## src/rtl/rv_rr_arbiter.sv

```systemverilog
// Packet-aware round-robin arbiter: NUM_REQ ready/valid senders share one downstream
// ready/valid channel. The winner is forwarded in the same cycle it is chosen. Once a
// beat is offered, the grant is held until the beat flagged last is accepted.
module rv_rr_arbiter #(
  parameter int unsigned NUM_REQ    = 4,
  parameter int unsigned DATA_WIDTH = 8,
  parameter int unsigned IDX_W      = (NUM_REQ > 1) ? $clog2(NUM_REQ) : 1
) (
  input  logic                          clk,
  input  logic                          reset,
  input  logic [NUM_REQ-1:0]            in_valid,
  input  logic [NUM_REQ*DATA_WIDTH-1:0] in_data,
  input  logic [NUM_REQ-1:0]            in_last,
  output logic [NUM_REQ-1:0]            in_ready,
  output logic                          out_valid,
  output logic [DATA_WIDTH-1:0]         out_data,
  output logic                          out_last,
  input  logic                          out_ready,
  output logic [IDX_W-1:0]              grant_idx,
  output logic                          busy
);

  localparam logic [IDX_W-1:0] LastIdx = IDX_W'(NUM_REQ - 1);

  typedef enum logic [0:0] {StIdle, StLocked} state_e;

  state_e           state_q;
  logic [IDX_W-1:0] gnt_q;
  logic [IDX_W-1:0] rr_ptr_q;

  logic                  win_found;
  logic [IDX_W-1:0]      win_idx;
  logic [IDX_W-1:0]      cand;
  logic [IDX_W-1:0]      sel_idx;
  logic                  sel_valid;
  logic                  sel_active;
  logic                  sel_last;
  logic                  hs;
  logic [DATA_WIDTH-1:0] data_arr [NUM_REQ];

  // Modulo-NUM_REQ increment; also handles non-power-of-2 requester counts.
  function automatic logic [IDX_W-1:0] wrap_inc(input logic [IDX_W-1:0] idx);
    return (idx == LastIdx) ? '0 : idx + 1'b1;
  endfunction

  for (genvar i = 0; i < NUM_REQ; i++) begin : g_unpack
    assign data_arr[i] = in_data[i*DATA_WIDTH +: DATA_WIDTH];
  end

  // Round-robin search starting at rr_ptr; the first valid requester wins.
  always_comb begin
    win_found = 1'b0;
    win_idx   = '0;
    cand      = '0;
    for (int unsigned k = 0; k < NUM_REQ; k++) begin
      cand = IDX_W'((32'(rr_ptr_q) + k) % NUM_REQ);
      if (!win_found && in_valid[cand]) begin
        win_found = 1'b1;
        win_idx   = cand;
      end
    end
  end

  // Pick the forwarded requester: the locked owner, else the IDLE winner.
  always_comb begin
    if (state_q == StLocked) begin
      sel_idx    = gnt_q;
      sel_valid  = in_valid[gnt_q];
      sel_active = 1'b1;
    end else if (win_found) begin
      sel_idx    = win_idx;
      sel_valid  = 1'b1;
      sel_active = 1'b1;
    end else begin
      sel_idx    = gnt_q;
      sel_valid  = 1'b0;
      sel_active = 1'b0;
    end
  end

  // Forwarding path; reset gates every handshake combinationally.
  always_comb begin
    in_ready  = '0;
    out_valid = sel_valid & ~reset;
    out_data  = data_arr[sel_idx];
    out_last  = in_last[sel_idx];
    sel_last  = in_last[sel_idx];
    grant_idx = sel_idx;
    busy      = (state_q == StLocked) & ~reset;
    if (sel_active && !reset) begin
      // A locked owner sees out_ready even during a bubble; no beat moves without valid.
      in_ready[sel_idx] = out_ready;
    end
    hs = out_valid & out_ready;
  end

  // Grant lock and round-robin pointer.
  always_ff @(posedge clk) begin
    if (reset) begin
      state_q  <= StIdle;
      gnt_q    <= '0;
      rr_ptr_q <= '0;
    end else begin
      unique case (state_q)
        StIdle: begin
          if (win_found) begin
            if (hs && sel_last) begin
              rr_ptr_q <= wrap_inc(win_idx);
            end else begin
              // Either a multi-beat packet started or the beat is stalled: hold it.
              state_q <= StLocked;
              gnt_q   <= win_idx;
            end
          end
        end
        StLocked: begin
          if (hs && sel_last) begin
            state_q  <= StIdle;
            rr_ptr_q <= wrap_inc(gnt_q);
          end
        end
        default: state_q <= StIdle;
      endcase
    end
  end

endmodule

```

## config.mk

```make
export PLATFORM = sky130hd
export DESIGN_NAME = rv_rr_arbiter
export DESIGN_NICKNAME = d
export VERILOG_FILES = /design/src/rtl/rv_rr_arbiter.sv
export SDC_FILE = /design/constraint.sdc
export NUM_CORES = 1
export LEC_CHECK = 0
export ABC_AREA = 1
export CORE_ASPECT_RATIO = 1.5
export CORE_MARGIN = 8
export CORE_UTILIZATION = 32
export DETAILED_ROUTE_END_ITERATION = 7
export GPL_TIMING_DRIVEN = 0
export PLACE_DENSITY = 0.8
export SYNTH_ARGS = -nofsm -noshare
export SYNTH_HDL_FRONTEND = slang
export SYNTH_SLANG_ARGS = --single-unit
export TNS_END_PERCENT = 20
```

## constraint.sdc

```tcl
create_clock -name clk -period 2.46 [get_ports clk]
set_input_delay 0.615 -clock clk [delete_from_list [all_inputs] [get_ports clk]]
set_output_delay 0.615 -clock clk [all_outputs]
set_load 0.02 [all_outputs]
```

# Word-level counts from Yosys, hierarchy flattened
# Index checks and enable logic that the tools add are counted.
dict set report op_classes {
  n_addsub 5
  n_eq_ne 5
  reduce_logical 12
  n_bitwise 8
  mux 40
  n_lt_le_gt_ge 8
}
# operator n
set op_table {}
lappend op_table {{two-way mux 2 bit} 11}
lappend op_table {{< comparator 2 x 3 -> 1 bit, second input constant} 6}
lappend op_table {{binary-select mux 8 bit (select 2 bit)} 1}
lappend op_table {{two-way mux 1 bit} 16}
lappend op_table {{two-way mux 8 bit} 2}
lappend op_table {{binary-select mux 1 bit (select 2 bit)} 6}
lappend op_table {{adder 2 x 1 -> 2 bit, second input constant} 3}
lappend op_table {{logical AND 1 bit} 6}
lappend op_table {{AND reduction 3 bit} 2}
lappend op_table {{adder 2 bit, second input constant} 2}
lappend op_table {{bitwise AND 4 bit} 1}
lappend op_table {{equality test 2 bit, second input constant} 2}
lappend op_table {{zero test 1 bit} 4}
lappend op_table {{two-way mux 4 bit} 1}
lappend op_table {{!= test 2 bit, second input constant} 2}
lappend op_table {{one-hot mux 2 bit (2 select lines)} 1}
lappend op_table {{bitwise AND 1 bit} 3}
lappend op_table {{greater-or-equal comparator 3 bit, second input constant} 1}
lappend op_table {{NOT 1 bit} 3}
lappend op_table {{NOT 2 -> 3 bit} 1}
lappend op_table {{demux 1 bit (select 2 bit)} 1}
lappend op_table {{greater-or-equal comparator 2 x 1 -> 1 bit, second input constant} 1}
lappend op_table {{!= test 2 x 1 -> 1 bit, second input constant} 1}
lappend op_table {{one-hot mux 1 bit (2 select lines)} 1}
dict set report totals {
  reg_bits 5
  wordCells 81
}

# Depth between registers and ports, before layout
# Gate-level depths: netlist of the first run.
dict set report logic_depth {
  ltp_word 20
  depth_mapped 19
}

# Least setup slack after synthesis of the first run
# No wires, ideal clock.
dict set report synth_path {
  kind {input port to output port}
  startpoint {input port in_valid[3]}
  endpoint {output port out_data[1]}
  required_ns 1.845
  cell_stages 14
  arrival_time_ns 2.089
  path_buffers 0
  setup_slack_ns -0.244
  path_cell_list {inv_1 nand2_2 nand3_1 nand2_2 nor2_4 nand3_2 nand2_4 nand2_1 nand2_2 inv_2 nand2_1 clkinv_1 nand2_1 nand4_1}
}
dict set report synth_between {
  elab_chain_cells 18
  word_cells_on_any_way 28
}
# item line
set synth_rtl {}
lappend synth_rtl {{start, declared} 11} ;# input logic [NUM_REQ-1:0] in_valid,
lappend synth_rtl {{binary-select mux 1 bit (select 2 bit)} 57} ;# if (!win_found && in_valid[cand]) begin
lappend synth_rtl {{two-way mux 1 bit (not written as such)} 57}
lappend synth_rtl {{two-way mux 1 bit} 57}
lappend synth_rtl {{zero test 1 bit} 57}
lappend synth_rtl {{logical AND 1 bit} 57}
lappend synth_rtl {{two-way mux 1 bit} 57}
lappend synth_rtl {{zero test 1 bit} 57}
lappend synth_rtl {{logical AND 1 bit} 57}
lappend synth_rtl {{[... 2 more ...]} n/a}
lappend synth_rtl {{logical AND 1 bit} 57}
lappend synth_rtl {{two-way mux 2 bit or two-way mux 1 bit (tied branches)} 57}
lappend synth_rtl {{two-way mux 2 bit (*)} 70} ;# end else if (win_found) begin
lappend synth_rtl {{two-way mux 2 bit (*)} 66} ;# if (state_q == StLocked) begin
lappend synth_rtl {{via grant_idx[0]} 19} ;# output logic [IDX_W-1:0] grant_idx,
lappend synth_rtl {{NOT 2 -> 3 bit (not written as such) (*)} 85} ;# out_data = data_arr[sel_idx];
lappend synth_rtl {{binary-select mux 8 bit (select 2 bit) (*)} 85}
lappend synth_rtl {{two-way mux 8 bit (not written as such) (*) (2 in a row)} 85}
lappend synth_rtl {{end, declared} 16} ;# output logic [DATA_WIDTH-1:0] out_data,
# The timed path passes the listed nets; every way through them passes the cells marked *. The select of a mux whose other input is x is not followed.

# Final worst setup path of the first run
dict set report layout_path {
  startpoint {register rr_ptr_q[0]}
  endpoint {output port out_data[0]}
}
dict set report layout_between {
  elab_chain_cells 18
  word_cells_on_any_way 31
}
# item line
set layout_rtl {}
lappend layout_rtl {{start, declared} 29} ;# logic [IDX_W-1:0] rr_ptr_q;
lappend layout_rtl {{start signal, assigned} 108} ;# rr_ptr_q <= wrap_inc(win_idx);
lappend layout_rtl {{start signal, assigned} 119} ;# rr_ptr_q <= wrap_inc(gnt_q);
lappend layout_rtl {{parallel branches: the longest is 12 deep, another holds adder 2 x 1 -> 2 bit} n/a}
lappend layout_rtl {{two-way mux 2 bit (*)} 70}
lappend layout_rtl {{two-way mux 2 bit (*)} 66}
lappend layout_rtl {{NOT 2 -> 3 bit (not written as such) (*)} 85}
lappend layout_rtl {{binary-select mux 8 bit (select 2 bit) (*)} 85}
lappend layout_rtl {{two-way mux 8 bit (not written as such) (*) (2 in a row)} 85}
# Every way passes the cells marked *. The select of a mux whose other input is x is not followed.

==> summary.md, run 1 <==
| Metric | Value |
|---|---|
| Initial antenna violation count | 0 |
| Clock period minus final worst setup slack | 2970 ps |
| Largest stage delay, worst path | 350 ps |
| Pleak | 0.937 nW |
| Post-Layout Cell Count | 297 |
| Deepest clock path buffer count | 2 |
| Peak VDD IR | 602 uV |
| Filler cells | 214 |
| TritonCTS buffer count | 3 |
| Mapped Cells | 174 |
| Pwr dens | 821 nW/um^2 |
| Synthesized-area fraction occupied by xor and xnor cells | 0.966% |
| Top cell by count, worst path | nand2_2 |
| Synth Area in Simple Gates | 66.1% |
| DP HPWL | 3140 um |
| Logic pwr share | 83.3% |
| HP Class | flop to flop |
| Clock latency on the worst-skew pair | 220 ps |
| WS Path Type | flop to output pin |
| Worst setup margin | -506 ps |
| Switching share of power | 50.7% |
| Post-synthesis cell type count | 26 |
| CP arrival | between 2000 and 2500 ps |
| DRT antenna net count | 0 |
| Internal Power | 0.800 mW |
| Slowest cell on crit path | dfxtp_4 |
| FMAX | 337 MHz |
| CP startpoint kind | flop |
| Part of the Yosys area used for sequential elements | 11.0% |
| # rows | 23 |
| Chip height | 81.2 um |
| Final net count | 304 |
| Final RePlAce weighted congestion | 0.821 |
| Die W | 59.5 um |
| Slew @ Worst Pin | approximately 380 ps |
| Largest family of logic cells by synthesized area | simple AND/OR/NAND/NOR gates |
| Compound-gate portion of the synthesized area | about 13% |
| Worst slew margin | between 70% and 80% |
| Mean Syn Cell Area | roughly 5.2 um^2 |
| 1st-iter DRT viols | 85 |
| Synthesis warning total | 0 |
| Sequential Power Share | under 10% |
| Vias | 1,479 |
| Core area | ~2700 um^2 |
| Critical-path maximum fanout | 6 |
| IO buf count | 59 |
| Post-Syn Nets | 217 |
| Critical Path RT | 1850 ps |
| Fin. max-slew vios | 0 |
| Post-layout util | 73.8% |
| # diodes | 0 |
| Clk sink count | 5 |
| Clk root buf | clkbuf_8 |
| Vias in the first global route | 1,537 |
| Post-route DRC | 0 |
| Final-report hold violation count | 0 |
| Largest net degree at the start of global routing | 11 |
| Commonest cells after routing, fill and taps aside | nand2_1, clkdlybuf4s50_1, buf_4, nand2_2, nand3_1 |
| Overall routing resource usage | 16.7% |
| Via density | between 4 and 5 |
| Crit path max-delay family | simple AND/OR/NAND/NOR gates |
| Adder-Cell Fraction of Synth Area | 0% |
| Initial core utilization | 33.9% |
| Post-Synthesis Cell Area | 907 um^2 |
| H-tree levels | 1 |
| Total Wirelength | 4280 um |
| Pre-CTS WS | -1420 ps |
| Grt total ovfl | 0 |
| Most common cell after layout, fill and taps aside | nand2_1 |
| Post-synth EDFFs | 0 |
| CP cell instances | buf_6 -> nand2_2 -> nand2_2 -> nand2_2 -> nand2_2 -> nor2_4 -> nand3_4 -> nand2_4 -> inv_6 -> o21ai_4 -> nor2_4 -> buf_12 -> a22oi_2 -> nand3_2 -> buf_6 |
| Asr flop ratio synth | 0% |
| Main synth FF type | dfxtp_1 |
| Tot Pwr | 1.62 mW |
| Worst clock skew | 3.00 ps |
| Multiplexer share of the synthesized area | 0% |
| Max Cap Viol | 0 |
| Clock power share | 9.3% |
| Status | finished with violations |
| Drt wl/cell | 14.4 um |
| Clock Pin Slew Worst Setup and Hold Paths | 30 ps |
| Final period util | 121% |
| Count of final setup violators | 15 |
| Failing checks | negative setup slack |
| FF+latch count, synth | 5 |
| First-pass GRT wire length | 6330 um |
| Router iterations before antenna repair | 4 |
| RSZ-0062 raised after global routing | yes |
| Proportion of layout cells with a drive suffix above 1 | a little over two fifths |
| P_sw | 0.822 mW |
| Die area | 4830 um^2 |
| TritonCTS clock tree | built |
| I/O pin total | 60 |
| Crit. End Element | output pin |
| Placed insts | 270 |
| Syn-to-layout area delta | 118% |
| Worst Path Buf+Inv | 4 |
## layout make-up
class                   count  area (um^2)  area share (%)
multi-input cells         149          897            45.4
repair buffers             82          766            38.8
plain buffers               2         15.0           0.760
flip-flops and latches      5          108            5.45
well taps                  37         46.3            2.34
inverters                  18         97.6            4.94
clock buffers               4         45.0            2.28
## cell usage after synthesis, drive strengths merged (2+ instances only)
| cell type | instances | share of area [%] |
|---|---|---|
| o21ai | 5 | 4.0 |
| nor3 | 2 | 1.1 |
| clkinv | 3 | 1.2 |
| nand2 | 89 | 42 |
| nand4 | 7 | 4.8 |
| nand3 | 20 | 12 |
| dfxtp | 5 | 11 |
| nor2 | 13 | 7.0 |
| a21oi | 5 | 2.8 |
| inv | 15 | 6.5 |
| a22oi | 4 | 3.3 |
## through the flow
stage / hold WS [ps] / TNS [ps] / instance area, um^2
after floorplan: 520 / -1540 / 1020
after global placement: 570 / -21120 / 1660
after detailed placement: 573 / -21420 / 1660
after CTS: 559 / -4530 / 1860
after global routing: 599 / -7090 / 1970
final: 560 / -5060 / 1970
## registers in the layout (all words and copies together) (netlist names)
| name | cells |
|---|---|
| rr_ptr_q | 2 |
| gnt_q | 2 |
| state_q | 1 |
## power groups by stage
stage	Combinational, mW	Clock [mW]	Sequential (mW)
detailed placement	1.14	0	0.117
CTS	1.26	0.154	0.118
global placement	1.14	0	0.116
floorplan	0.733	0	0.113
global route	1.47	0.158	0.121
finish	1.35	0.151	0.119
## what timing repair did
| action | 4_1_cts | 5_1_grt |
|---|---|---|
| resized for setup | 122 | 22 |
| gates cloned | 0 | 1 |
| endpoints found under the setup margin | 21 | 16 |
| setup buffers | 15 | 7 |
| pin swaps | 19 | 12 |
| hold buffers | 0 | 0 |
## tightest hold or removal path, stage by stage, from the launching register on
cell     delay [ps]
dfxtp_4         380
a21oi_1          50
nor2_1          100
## kinds of logic after synthesis
logic type | count (synthesis)
DFF | 5
buffers and inverters | 20
AOI/OAI and AO/OA | 17
and+or+nand+nor | 131
xor gates and xnor gates | 1
## path summary, 6_finish.rpt
kind / from / end / slack [ps] / depth (start not counted)
min: rr_ptr_q[1]$_SDFFE_PP0P_ / rr_ptr_q[1]$_SDFFE_PP0P_ / 560 / 2
max: rr_ptr_q[0]$_SDFFE_PP0P_ / out_data[0] / -510 / 15
max reg2reg: rr_ptr_q[0]$_SDFFE_PP0P_ / gnt_q[0]$_SDFFE_PP0P_ / 210 / 16
min reg2reg: rr_ptr_q[1]$_SDFFE_PP0P_ / rr_ptr_q[1]$_SDFFE_PP0P_ / 560 / 2
## routing by layer
layer	routed length (um)	GRT usage, %
met3	255	4.90
met1	1410	13.1
met2	2510	34.9
met4	100	7.93
met5	0	0
Power figures use the tool's default switching activity.
==> run 2, diff against run 1 <==
- CORE_UTILIZATION: 32 -> 40
- DONT_BUFFER_PORTS: not set -> 1
- GPL_ROUTABILITY_DRIVEN: not set -> 0
- PLACE_DENSITY: 0.8 -> 0.6
==> summary.md, run 2 (synthesized netlist as in run 1, its figures left out) <==
| Metric | Value |
|---|---|
| Initial core utilization | roughly two fifths |
| WS Path Type | flop to output pin |
| CP startpoint kind | flop |
| I/O pin total | 60 |
| Total Wirelength | 3260 um |
| Via density | 5.63 |
| Critical Path RT | 1850 ps |
| Overall routing resource usage | roughly 16% |
| Pre-CTS WS | -359 ps |
| Failing checks | negative setup slack |
| Core area | ~2200 um^2 |
| Tot Pwr | 1.25 mW |
| FMAX | ~350 MHz |
| H-tree levels | 1 |
| CP arrival | 2230 ps |
| Max Cap Viol | 0 |
| Pwr dens | 934 nW/um^2 |
| Instance area at placement | 1050 um^2 |
| Worst clock skew | around 5.3 ps |
| Fin. max-slew vios | 0 |
| Clock period minus final worst setup slack | approximately 2800 ps |
| HP Class | input port to flop |
| Pleak | 0.634 nW |
| # rows | 21 |
| Vias in the first global route | about 1,300 |
| RSZ-0062 raised after global routing | yes |
| Post-route DRC | 0 |
| Die area | 4080 um^2 |
| Post-layout util | between 60% and 70% |
| Design Area, Final | between 1000 and 1500 um^2 |
| Most common cell after layout, fill and taps aside | nand2_1 |
| P_sw | approximately 0.76 mW |
| Clk sink count | 5 |
| Grt total ovfl | 0 |
| DP HPWL | 2570 um |
| DRT antenna net count | 0 |
| Vias | 1,211 |
| Router iterations before antenna repair | 4 |
| Clk root buf | clkbuf_4 |
| # diodes | 0 |
| Crit path from | rr_ptr_q[0]$_SDFFE_PP0P_ |
| Worst slew margin | 53.7% |
| Largest net degree at the start of global routing | 10 |
| Final period util | 115% |
| Slew @ Worst Pin | 690 ps |
| Clock power share | ~7.6% |
| Hold_buf cts | 0 |
| Sequential Power Share | 9.3% |
| First-pass GRT wire length | 5220 um |
| Top flop regs | gnt_q (2), rr_ptr_q (2), state_q (1) |
| Post-Layout Cell Count | 215 |
| Placed insts | 197 |
| Hold path start | reset |
| Chip height | approximately 74 um |
| Commonest cells after routing, fill and taps aside | nand2_1, nand2_2, nand2_4, nand3_1, buf_4 |
| Syn-to-layout area delta | 48.0% |
| Deepest clock path buffer count | 2 |
| Initial antenna violation count | 0 |
| Clock Pin Slew Worst Setup and Hold Paths | 40 ps |
| Drt wl/cell | 15.2 um |
| Peak VDD IR | 501 uV |
| Status | finished with violations |
| Final net count | 236 |
| Reg2reg start | rr_ptr_q[0]$_SDFFE_PP0P_ |
| TritonCTS clock tree | built |
| Count of final setup violators | 13 |
| Crit. End Element | output pin |
| Critical-path maximum fanout | 9 |
| Proportion of layout cells with a drive suffix above 1 | between 40 and 50% |
| Internal Power | 0.496 mW |
| Final-report hold violation count | 0 |
| 1st-iter DRT viols | 32 |
| Worst setup margin | -381 ps |
| Clock latency on the worst-skew pair | 240 ps |
| Die W | around 55 um |
| IO buf count | 0 |
| Logic pwr share | 83.1% |
| Switching share of power | 60.5% |
| TritonCTS buffer count | 3 |
## run 2: cell count changes in the layout (fill, tap and decap cells not counted), moves of 2 or more
cell	before	now
inv_4	3	0
inv_2	2	5
nand2_1	62	57
nand2_4	10	13
nand3_2	7	5
clkbuf_8	3	0
buf_6	10	3
clkbuf_4	0	3
clkdlybuf4s50_1	38	0
buf_4	32	12
## run 2: per-layer routing
layer	wire length (um)	GRT usage, %	vias up
met3	151	2.60	8
met5	0	0	-
li1	-	-	603
met4	83	6.04	0
met2	1950	33.0	42
met1	1070	15.0	558
## run 2: final timing paths
path	endpoint	slack, ps	depth (start not counted)
hold / removal	rr_ptr_q[0]$_SDFFE_PP0P_	430	1
setup / recovery	out_data[7]	-380	14
setup reg to reg	gnt_q[0]$_SDFFE_PP0P_	160	16
hold reg to reg	rr_ptr_q[1]$_SDFFE_PP0P_	540	2
## run 2: power groups by stage
stage / logic [mW] / registers (mW) / clock network (mW)
6_report: 1.04 / 0.117 / 0.0950
5_1_grt: 1.13 / 0.119 / 0.102
4_1_cts: 0.963 / 0.118 / 0.0978
3_5_place_dp: 0.851 / 0.117 / 0
3_3_place_gp: 0.837 / 0.117 / 0
2_1_floorplan: 0.733 / 0.113 / 0
## run 2: area by class of cell
type	instances	area, um^2
timing repair buffer	14	113
inverter	18	93.8
multi-input combinational	149	961
sequential	5	105
clock buffer	4	26.3
fill	214	838
tap	23	28.8
buffer	2	15.0
## run 2: metrics by stage
step	hold WS [ps]	setup TNS, ps
2_1_floorplan	520	-1540
3_3_place_gp	553	-3770
6_report	434	-4280
4_1_cts	427	-4350
5_1_grt	428	-6100
3_5_place_dp	565	-4040
## run 2: repair_timing
action,in CTS,in global routing
pin swaps,19,19
hold endpoints to repair,0,0
setup buffers,9,5
setup endpoints to repair,18,16
resized for setup,30,15
## run 2: critical path, cell delays in order (launching register included)
cell      delay (ps)
dfxtp_2          330
buf_6            100
inv_6             50
nand2_2           70
nand2_4           70
buf_4            130
o21ai_2          150
nand3_4          100
nand2_4          100
inv_6             50
o21ai_4          320
nand2_2          140
clkinv_4         100
nand2_2           40
nand4_1          220
